$ cat src/rtl/dmem_pkg.sv
// Shared types and helpers for the data-memory arbiter: FSM states, access-size
// encodings, the command register layout, and access checking/load extraction.
package dmem_pkg;

  typedef enum logic [1:0] {
    ST_IDLE   = 2'd0,
    ST_ACCESS = 2'd1,
    ST_RESP   = 2'd2
  } state_t;

  localparam logic [2:0] MASK_B  = 3'b000;
  localparam logic [2:0] MASK_H  = 3'b001;
  localparam logic [2:0] MASK_W  = 3'b010;
  localparam logic [2:0] MASK_BU = 3'b100;
  localparam logic [2:0] MASK_HU = 3'b101;

  typedef struct packed {
    logic [31:0] addr;
    logic [31:0] wdata;
    logic [2:0]  mask;
    logic        we;
    logic        id;
    logic        err;
  } cmd_t;

  // Out-of-range word, misaligned half/word, reserved size, or unsigned-size store.
  function automatic logic access_err(input logic [31:0] addr, input logic [2:0] mask,
                                      input logic we, input logic [31:0] words);
    logic err;
    err = 1'b0;
    if ({2'b00, addr[31:2]} >= words) err = 1'b1;
    case (mask)
      MASK_B, MASK_BU: err = err;
      MASK_H, MASK_HU: if (addr[0]) err = 1'b1;
      MASK_W:          if (addr[1:0] != 2'b00) err = 1'b1;
      default:         err = 1'b1;
    endcase
    if (we && mask[2]) err = 1'b1;
    return err;
  endfunction

  // Memory returns the full aligned word; select the lane and extend it here.
  function automatic logic [31:0] load_extract(input logic [31:0] word, input logic [1:0] lo,
                                               input logic [2:0] mask);
    logic [7:0]  b;
    logic [15:0] h;
    logic [31:0] r;
    case (lo)
      2'd0:    b = word[7:0];
      2'd1:    b = word[15:8];
      2'd2:    b = word[23:16];
      default: b = word[31:24];
    endcase
    h = lo[1] ? word[31:16] : word[15:0];
    case (mask)
      MASK_B:  r = {{24{b[7]}}, b};
      MASK_BU: r = {24'h000000, b};
      MASK_H:  r = {{16{h[15]}}, h};
      MASK_HU: r = {16'h0000, h};
      MASK_W:  r = word;
      default: r = 32'h0000_0000;
    endcase
    return r;
  endfunction

endpackage

$ cat src/rtl/rr_arbiter2.sv
// Two-way round-robin arbiter; the last-grant pointer advances only on accept.
module rr_arbiter2 (
  input  logic       clk,
  input  logic       rst,
  input  logic [1:0] valid,
  input  logic       accept,
  output logic [1:0] grant
);

  logic pointer_r;

  always_comb begin
    case (valid)
      2'b01:   grant = 2'b01;
      2'b10:   grant = 2'b10;
      2'b11:   grant = pointer_r ? 2'b01 : 2'b10;
      default: grant = 2'b00;
    endcase
  end

  always_ff @(posedge clk) begin
    if (rst) begin
      pointer_r <= 1'b1;
    end else if (accept) begin
      pointer_r <= grant[1];
    end
  end

endmodule

$ cat src/rtl/dmem_arbiter.sv
// Two-requester data-memory arbiter: one command in flight, IDLE/ACCESS/RESP FSM,
// access checking and load-lane extraction, responses routed to the owner.
module dmem_arbiter
  import dmem_pkg::*;
#(
  parameter int MEM_WORDS = 1024
) (
  input  logic        clk,
  input  logic        rst,
  input  logic        r0_req_valid,
  output logic        r0_req_ready,
  input  logic [31:0] r0_req_addr,
  input  logic [31:0] r0_req_wdata,
  input  logic [2:0]  r0_req_mask,
  input  logic        r0_req_we,
  output logic        r0_rsp_valid,
  output logic [31:0] r0_rsp_rdata,
  output logic        r0_rsp_err,
  input  logic        r1_req_valid,
  output logic        r1_req_ready,
  input  logic [31:0] r1_req_addr,
  input  logic [31:0] r1_req_wdata,
  input  logic [2:0]  r1_req_mask,
  input  logic        r1_req_we,
  output logic        r1_rsp_valid,
  output logic [31:0] r1_rsp_rdata,
  output logic        r1_rsp_err,
  output logic [31:0] mem_addr,
  output logic [31:0] mem_wdata,
  output logic [2:0]  mem_mask,
  output logic        mem_wr_en,
  output logic        mem_rd_en,
  input  logic [31:0] mem_rdata
);

  state_t      state_r;
  cmd_t        cmd_r;
  cmd_t        next_cmd;
  logic [1:0]  grant;
  logic        can_accept;
  logic        accept;
  logic        in_access;
  logic [31:0] load_data;
  logic [1:0]  rsp_valid_r;
  logic [1:0]  rsp_err_r;
  logic [31:0] rsp_rdata0_r;
  logic [31:0] rsp_rdata1_r;

  assign can_accept = ((state_r == ST_IDLE) || (state_r == ST_RESP)) && !rst;
  assign accept     = can_accept && (r0_req_valid || r1_req_valid);
  assign in_access  = (state_r == ST_ACCESS) && !rst;

  rr_arbiter2 u_arb (
    .clk    (clk),
    .rst    (rst),
    .valid  ({r1_req_valid, r0_req_valid}),
    .accept (accept),
    .grant  (grant)
  );

  assign r0_req_ready = can_accept && grant[0];
  assign r1_req_ready = can_accept && grant[1];

  always_comb begin
    next_cmd = '0;
    if (grant[1]) begin
      next_cmd.addr  = r1_req_addr;
      next_cmd.wdata = r1_req_wdata;
      next_cmd.mask  = r1_req_mask;
      next_cmd.we    = r1_req_we;
      next_cmd.id    = 1'b1;
    end else begin
      next_cmd.addr  = r0_req_addr;
      next_cmd.wdata = r0_req_wdata;
      next_cmd.mask  = r0_req_mask;
      next_cmd.we    = r0_req_we;
      next_cmd.id    = 1'b0;
    end
    next_cmd.err = access_err(next_cmd.addr, next_cmd.mask, next_cmd.we, 32'(MEM_WORDS));
  end

  // Memory port is live only in ACCESS; a rejected command never touches memory.
  always_comb begin
    mem_addr  = 32'h0000_0000;
    mem_wdata = 32'h0000_0000;
    mem_mask  = 3'b000;
    mem_wr_en = 1'b0;
    mem_rd_en = 1'b0;
    if (in_access) begin
      mem_addr  = cmd_r.addr;
      mem_wdata = cmd_r.wdata;
      mem_mask  = cmd_r.mask;
      mem_wr_en = cmd_r.we && !cmd_r.err;
      mem_rd_en = !cmd_r.we && !cmd_r.err;
    end else begin
      mem_wr_en = 1'b0;
      mem_rd_en = 1'b0;
    end
  end

  assign load_data = (cmd_r.err || cmd_r.we) ? 32'h0000_0000
                   : load_extract(mem_rdata, cmd_r.addr[1:0], cmd_r.mask);

  always_ff @(posedge clk) begin
    if (rst) begin
      state_r      <= ST_IDLE;
      cmd_r        <= '0;
      rsp_valid_r  <= 2'b00;
      rsp_err_r    <= 2'b00;
      rsp_rdata0_r <= 32'h0000_0000;
      rsp_rdata1_r <= 32'h0000_0000;
    end else begin
      rsp_valid_r  <= 2'b00;
      rsp_err_r    <= 2'b00;
      rsp_rdata0_r <= 32'h0000_0000;
      rsp_rdata1_r <= 32'h0000_0000;
      case (state_r)
        ST_IDLE, ST_RESP: begin
          if (accept) begin
            cmd_r   <= next_cmd;
            state_r <= ST_ACCESS;
          end else begin
            state_r <= ST_IDLE;
          end
        end
        ST_ACCESS: begin
          state_r                <= ST_RESP;
          rsp_valid_r[cmd_r.id]  <= 1'b1;
          rsp_err_r[cmd_r.id]    <= cmd_r.err;
          if (cmd_r.id) begin
            rsp_rdata1_r <= load_data;
          end else begin
            rsp_rdata0_r <= load_data;
          end
        end
        default: state_r <= ST_IDLE;
      endcase
    end
  end

  assign r0_rsp_valid = rsp_valid_r[0] && !rst;
  assign r1_rsp_valid = rsp_valid_r[1] && !rst;
  assign r0_rsp_err   = rsp_err_r[0] && !rst;
  assign r1_rsp_err   = rsp_err_r[1] && !rst;
  assign r0_rsp_rdata = rst ? 32'h0000_0000 : rsp_rdata0_r;
  assign r1_rsp_rdata = rst ? 32'h0000_0000 : rsp_rdata1_r;

endmodule

$ cat config.mk
export PLATFORM = sky130hd
export DESIGN_NAME = dmem_arbiter
export DESIGN_NICKNAME = d
export VERILOG_FILES = /design/src/rtl/dmem_pkg.sv /design/src/rtl/rr_arbiter2.sv /design/src/rtl/dmem_arbiter.sv
export SDC_FILE = /design/constraint.sdc
export NUM_CORES = 1
export LEC_CHECK = 0
export CORE_ASPECT_RATIO = 0.8
export CORE_UTILIZATION = 44
export CTS_CLUSTER_SIZE = 40
export DETAILED_ROUTE_END_ITERATION = 16
export PLACE_DENSITY = 0.85
export SETUP_SLACK_MARGIN = 0.4
export SYNTH_ARGS = -nofsm -noshare
export SYNTH_HDL_FRONTEND = slang
export SYNTH_SLANG_ARGS = --single-unit
$ cat constraint.sdc
create_clock -name clk -period 4.9 [get_ports clk]
set_input_delay 0.49 -clock clk [delete_from_list [all_inputs] [get_ports clk]]
set_output_delay 0.49 -clock clk [all_outputs]
set_load 0.05 [all_outputs]
==> impl_metrics.json, run 1 <==
{
  "vias": 6236,
  "relSlewSlack": 0.2911,
  "ys_seq_elements": 141,
  "die_area_um2": 14900,
  "clock_path_buffers": 2,
  "path_class": "flop to output port",
  "wire_per_inst_um": 17.23,
  "power_leakage_nw": 3.839,
  "cts.htree.levels": 4,
  "initial_core_util": 0.4585,
  "cts_hold_buf": 0,
  "status": "finished clean",
  "crit_buf_inv": 2,
  "cp_slowest_cell": "clkdlybuf4s50_1",
  "area_growth_pct": 59.94,
  "layout_common_cells": "clkdlybuf4s50_1 (307), dfxtp_1 (141), nor2_1 (106)",
  "synth_mux_area_frac": 0.08876,
  "max_freq_mhz": 284.7,
  "worstMarginPinSlew_ns": 1.060,
  "drv_slew": 0,
  "synth_ff_type": "dfxtp_1",
  "wl_mm": 20.48,
  "post_cts_buffers": 0,
  "place_ws_ns": 1.579,
  "setup-tns-final_ns": 0,
  "grt_usage": 0.2721,
  "drive_above_1_share": 0.1092,
  "cts_repair_resize_count": 0,
  "syn_area_um2": 6344,
  "clock-sinks": 141,
  "synth_nets": 890,
  "antenna_found_initial": 1,
  "final_hold_viol_count": 0,
  "arrival_ns": 3.02,
  "final_common_cell": "clkdlybuf4s50_1",
  "finalSetupViolations": 0,
  "synthArstFlopShare": 0,
  "hp-class": "primary input to flop",
  "synth_compound_area_frac": 0.1759,
  "synth_top_area_share": 0.4450,
  "fin_nets": 1167,
  "start_kind": "flop",
  "hpwlAfterDp_mm": 14.46,
  "cts_made_buffers": 17,
  "synth-simple-area-share": 0.2430,
  "synth_cell_types": 41,
  "grt_start_max_net_pins": 73,
  "rsz0062_at_grt": "no",
  "root_buffer": "clkbuf_16",
  "synth_edf_count": 0,
  "synth-xor-area-share": 0,
  "synth_top_family_by_area": "simple AND/OR/NAND/NOR gates",
  "viasPerCell": 5.249,
  "drv_cap": 0,
  "ant_nets": 0,
  "fin_ws_ns": 1.387,
  "insertion_delay_ns": 0.41,
  "die_w_um": 136.2,
  "syn_area_per_cell_um2": 8.835,
  "first_iter_violations": 342,
  "drt_pass1_iterations": 5,
  "grt_pass1_vias": 5941,
  "netlist_instances": 718,
  "cp-end-kind": "output port",
  "yosys.area_share.adder": 0,
  "yosys-top-cells-area": "dfxtp_1 (44%), nor2b_1 (6.7%), and2_1 (6.6%)",
  "fin_crit_sh": 0.7169,
  "critical-path-top-delay-family": "buffers and inverters",
  "crit_chain": "or3b_4 -> inv_2 -> and2_1 -> clkdlybuf4s50_1",
  "worst-path-max-fanout": 70,
  "power_density_nw_per_um2": 327.9,
  "grt_overflow": 0,
  "ys_seq_area_frac": 0.4450,
  "cts.clk_slew.worst_paths_ns": 0.06,
  "worstPathRequired_ns": 4.41,
  "numPortBuffers": 310,
  "period_minus_slack_ns": 3.513,
  "fp-row-count": 38,
  "synth_warnings": 0,
  "place_congestion": 0.9250,
  "grt_pass1_wl_mm": 31.02,
  "critPathMaxStageDelay_ns": 0.81,
  "max-vdd-ir-drop_uv": 317.6,
  "yosysTopAreaCell": "dfxtp_1",
  "die_y_um": 109.4,
  "finClkSkew_ns": 0.01282,
  "core_um2": 13840,
  "drc": 0,
  "ioPinCount": 311,
  "cts_tree": "yes"
}
-- power by group --
group	switching, W	leakage, nW	total (W)	internal [W]
clock	0.000496	0.307	0.00140	0.000905
sequential	0.0000587	1.16	0.00129	0.00123
combinational	0.000334	2.37	0.000636	0.000302
total	0.000889	3.84	0.00333	0.00244
-- stage by stage --
step,utilization,power (W),std cells,area (µm²),hold WS [ns]
after floorplan,-,0.001663,718,6344,0.4514
after global placement,0.6867,0.001933,1156,9500,0.4587
after detailed placement,0.6867,0.001941,1156,9500,0.4659
after CTS,0.7331,0.003340,1187,10140,0.4132
after global routing,0.7333,0.003453,1188,10150,0.4236
final,0.7333,0.003327,1188,10150,0.4259
-- cells in the mapped netlist (3+ instances only) --
master and number:
buf_2 6, nand3_1 3, a21oi_2 12, a31o_2 36
mux4_2 8, a21oi_1 58, nor4_1 11, o21ai_0 7
mux2i_1 36, a22oi_1 7, nor2_1 106, nand2_1 27
clkbuf_1 48, nor2b_1 68, dfxtp_1 141, o22ai_1 32
a221oi_1 7, and2_1 67, inv_1 6, buf_6 5
-- sequential cells by signal (all words and copies together) (netlist names) --
name and flops:
cmd_r 70, rsp_err_r 2, rsp_rdata0_r 32, rsp_rdata1_r 32
rsp_valid_r 2, state_r 2, u_arb.pointer_r 1
-- final cells by class --
cell class,count,area (µm²)
clock buffer,18,429.2
tap,180,225.2
antenna,1,2.502
fill,1054,3690
clock inverter,13,214.0
inverter,7,26.28
sequential,141,2823
timing repair buffer,319,3161
multi-input combinational,509,3266
-- tightest hold or removal path, delay by kind of cell --
kind          cells  cell delay, ns
simple gates      2            0.20
buf+inv           1            0.09
-- worst paths after layout --
check                     end  startpoint  slack (ns)  cells after the start
max             mem_wdata[25]  state_r[0]        1.39                      4
min            rsp_valid_r[0]         rst        0.43                      3
max reg2reg  rsp_rdata1_r[21]    cmd_r[3]        2.58                      3
min reg2reg         cmd_r[53]   cmd_r[53]        0.48                      1
-- cell families (layout without fill, tap and decap cells) --
logic type | count (synthesis) | count (layout)
AND/OR/NAND/NOR | 296 | 296
AO/OA/AOI/OAI | 167 | 167
flip-flops | 141 | 141
buffers and inverters | 68 | 357
multiplexers | 46 | 46
other | 0 | 1
-- layer usage --
| layer | track usage | vias to the layer above | share of wire |
|---|---|---|---|
| met5 | 0 | - | 0 |
| met4 | 0.09444 | 0 | 0.023 |
| met3 | 0.07838 | 43 | 0.072 |
| met2 | 0.4663 | 261 | 0.49 |
| met1 | 0.3260 | 2893 | 0.42 |
| li1 | - | 3039 | - |
Power figures use the tool's default switching activity.
==> run 2: changes to the inputs <==
Settings changed: CORE_UTILIZATION 44 to 41, PLACE_DENSITY 0.85 to 0.8.
Clock period 4.9 ns to 3.3 ns, I/O delays scaled along.
==> run 2 against run 1 <==
Effect of this change: sequential share of layout area rose by 0.31 points; count of clock-buffer cells in the layout up 3; core utilization fell by 6.7 points; highest routed layer unchanged; wire length rose by 0.40%; hold slack lost 0.14 ns; critical endpoint is now mem_addr[28]; flip-flop and latch count is the same.
==> impl_metrics.json, run 2 (synthesized netlist as in run 1, its figures left out) <==
{
  "top_register": "cmd_r",
  "cts_repair_resize_count": 0,
  "power_density_nw_per_um2": 484.5,
  "worstReg2RegStart": "cmd_r[39]",
  "drt_pass1_iterations": 5,
  "power_w": 0.004861,
  "fillers": 1278,
  "cts.clk_slew.worst_paths_ns": 0.05,
  "max_freq_mhz": 367.7,
  "setup-tns-final_ns": 0,
  "drive_above_1_share": 0.1777,
  "finalSetupViolations": 0,
  "fin_nets": 1173,
  "ioPinCount": 311,
  "die_y_um": 113.3,
  "final_hold_viol_count": 0,
  "insertion_delay_ns": 0.41,
  "largest_reg_flops": 70,
  "dp_cells": 1192,
  "critPathMaxStageDelay_ns": 0.51,
  "period_minus_slack_ns": 2.719,
  "place_ws_ns": 0.9027,
  "initial_core_util": 0.4211,
  "hpwlAfterDp_mm": 15.08,
  "grt_usage": 0.2571,
  "path_class": "flop to output port",
  "reg2reg_depth": 6,
  "cp_common_cell": "buf_4",
  "wl_mm": 20.56,
  "finClkSkew_ns": 0.009639,
  "clock_path_buffers": 2,
  "drv_slew": 0,
  "num_antenna_cells": 0,
  "clock-sinks": 141,
  "cts.htree.levels": 4,
  "grt_overflow": 0,
  "cts_hold_buf": 0,
  "critical-path-top-delay-family": "buffers and inverters",
  "worstPathRequired_ns": 2.97,
  "die_w_um": 141.1,
  "min-delay-start": "rst",
  "arrival_ns": 2.39,
  "final_common_cell": "clkdlybuf4s50_1",
  "grt_start_max_net_pins": 73,
  "root_buffer": "clkbuf_16",
  "reg2reg_to": "rsp_rdata1_r[27]",
  "wire_per_inst_um": 16.81,
  "min_to": "rsp_valid_r[0]",
  "crit_chain": "or3b_4 -> inv_2 -> buf_4 -> and2_1 -> buf_4",
  "hold_depth": 3,
  "worst-r2r-setup-slack_ns": 1.21,
  "post_cts_buffers": 0,
  "place_congestion": 0.8583,
  "worstMarginPinSlew_ns": 1.007,
  "start_kind": "flop",
  "status": "finished clean",
  "hp-class": "primary input to flop",
  "max-vdd-ir-drop_uv": 393.1,
  "relSlewSlack": 0.3280,
  "layout_common_cells": "clkdlybuf4s50_1 (241), dfxtp_1 (141), nor2_1 (106)",
  "fp-row-count": 40,
  "vias": 6220,
  "power_leakage_nw": 3.982,
  "crit_buf_inv": 3,
  "numPortBuffers": 310,
  "first_iter_violations": 340,
  "drc": 0,
  "worst-path-max-fanout": 48,
  "grt_pass1_wl_mm": 31.84,
  "utilization": 0.6660,
  "fin_crit_sh": 0.8241,
  "ant_nets": 0,
  "instances_no_fill": 1223,
  "core_um2": 15060,
  "top_regs": "cmd_r (70), rsp_rdata0_r (32), rsp_rdata1_r (32)",
  "viasPerCell": 5.086,
  "rsz0062_at_grt": "no",
  "cp_slowest_cell": "inv_2",
  "fin_ws_ns": 0.5806,
  "cts_made_buffers": 17,
  "antenna_found_initial": 0,
  "cts_tree": "yes",
  "area_growth_pct": 58.17,
  "cp-end-kind": "output port",
  "die_area_um2": 15980,
  "grt_pass1_vias": 6087,
  "drv_cap": 0
}
## run 2: changes by cell type in the layout (fill, tap and decap cells not counted), sizes merged, moves of 2 or more
| cell | previous run | this run |
|---|---|---|
| inv | 9 | 7 |
| clkbuf | 18 | 21 |
| buf | 12 | 84 |
| clkdlybuf4s50 | 307 | 241 |
## run 2: per-stage QoR
step	cell area (µm²)	hold WS (ns)
after floorplan	6344	0.4514
after global placement	9418	0.4585
after detailed placement	9418	0.4650
after CTS	10030	0.2724
after global routing	10030	0.3001
final	10030	0.2889
## run 2: area by class of cell
cell class	count	area [µm²]	share of cell area
inverter	7	26.28	0.002619
clock inverter	10	165.2	0.01646
tap	210	262.8	0.02619
timing repair buffer	325	3040	0.3030
multi-input combinational	509	3266	0.3255
sequential	141	2823	0.2813
clock buffer	21	450.4	0.04489
## run 2: worst max path at each step
stage	from	end	slack, ns	cells after the start
floorplan	rst	mem_wr_en	0.93	3
global placement	rst	mem_addr[28]	0.89	6
detailed placement	rst	mem_addr[28]	0.90	6
CTS	state_r[0]	mem_addr[28]	0.53	5
global route	state_r[0]	mem_mask[0]	0.44	5
finish	state_r[0]	mem_addr[28]	0.58	5
## run 2: routing by layer
layer | global-route usage | part of all wire | up-vias
met5 | 0 | 0 | -
met4 | 0.07464 | 0.014 | 0
met3 | 0.07914 | 0.078 | 22
met2 | 0.4376 | 0.48 | 257
met1 | 0.3123 | 0.43 | 2894
li1 | - | - | 3047
## run 2: report_power, final
part,internal (W),switching [W],total (W)
Clock,0.00128,0.000729,0.00201
Combinational,0.000446,0.000505,0.000951
Sequential,0.00183,0.0000722,0.00190
## run 2: worst min-delay path, cell delays in order
cell and delay, ns:
buf_2 0.10, or3b_4 0.16, nor2_1 0.05
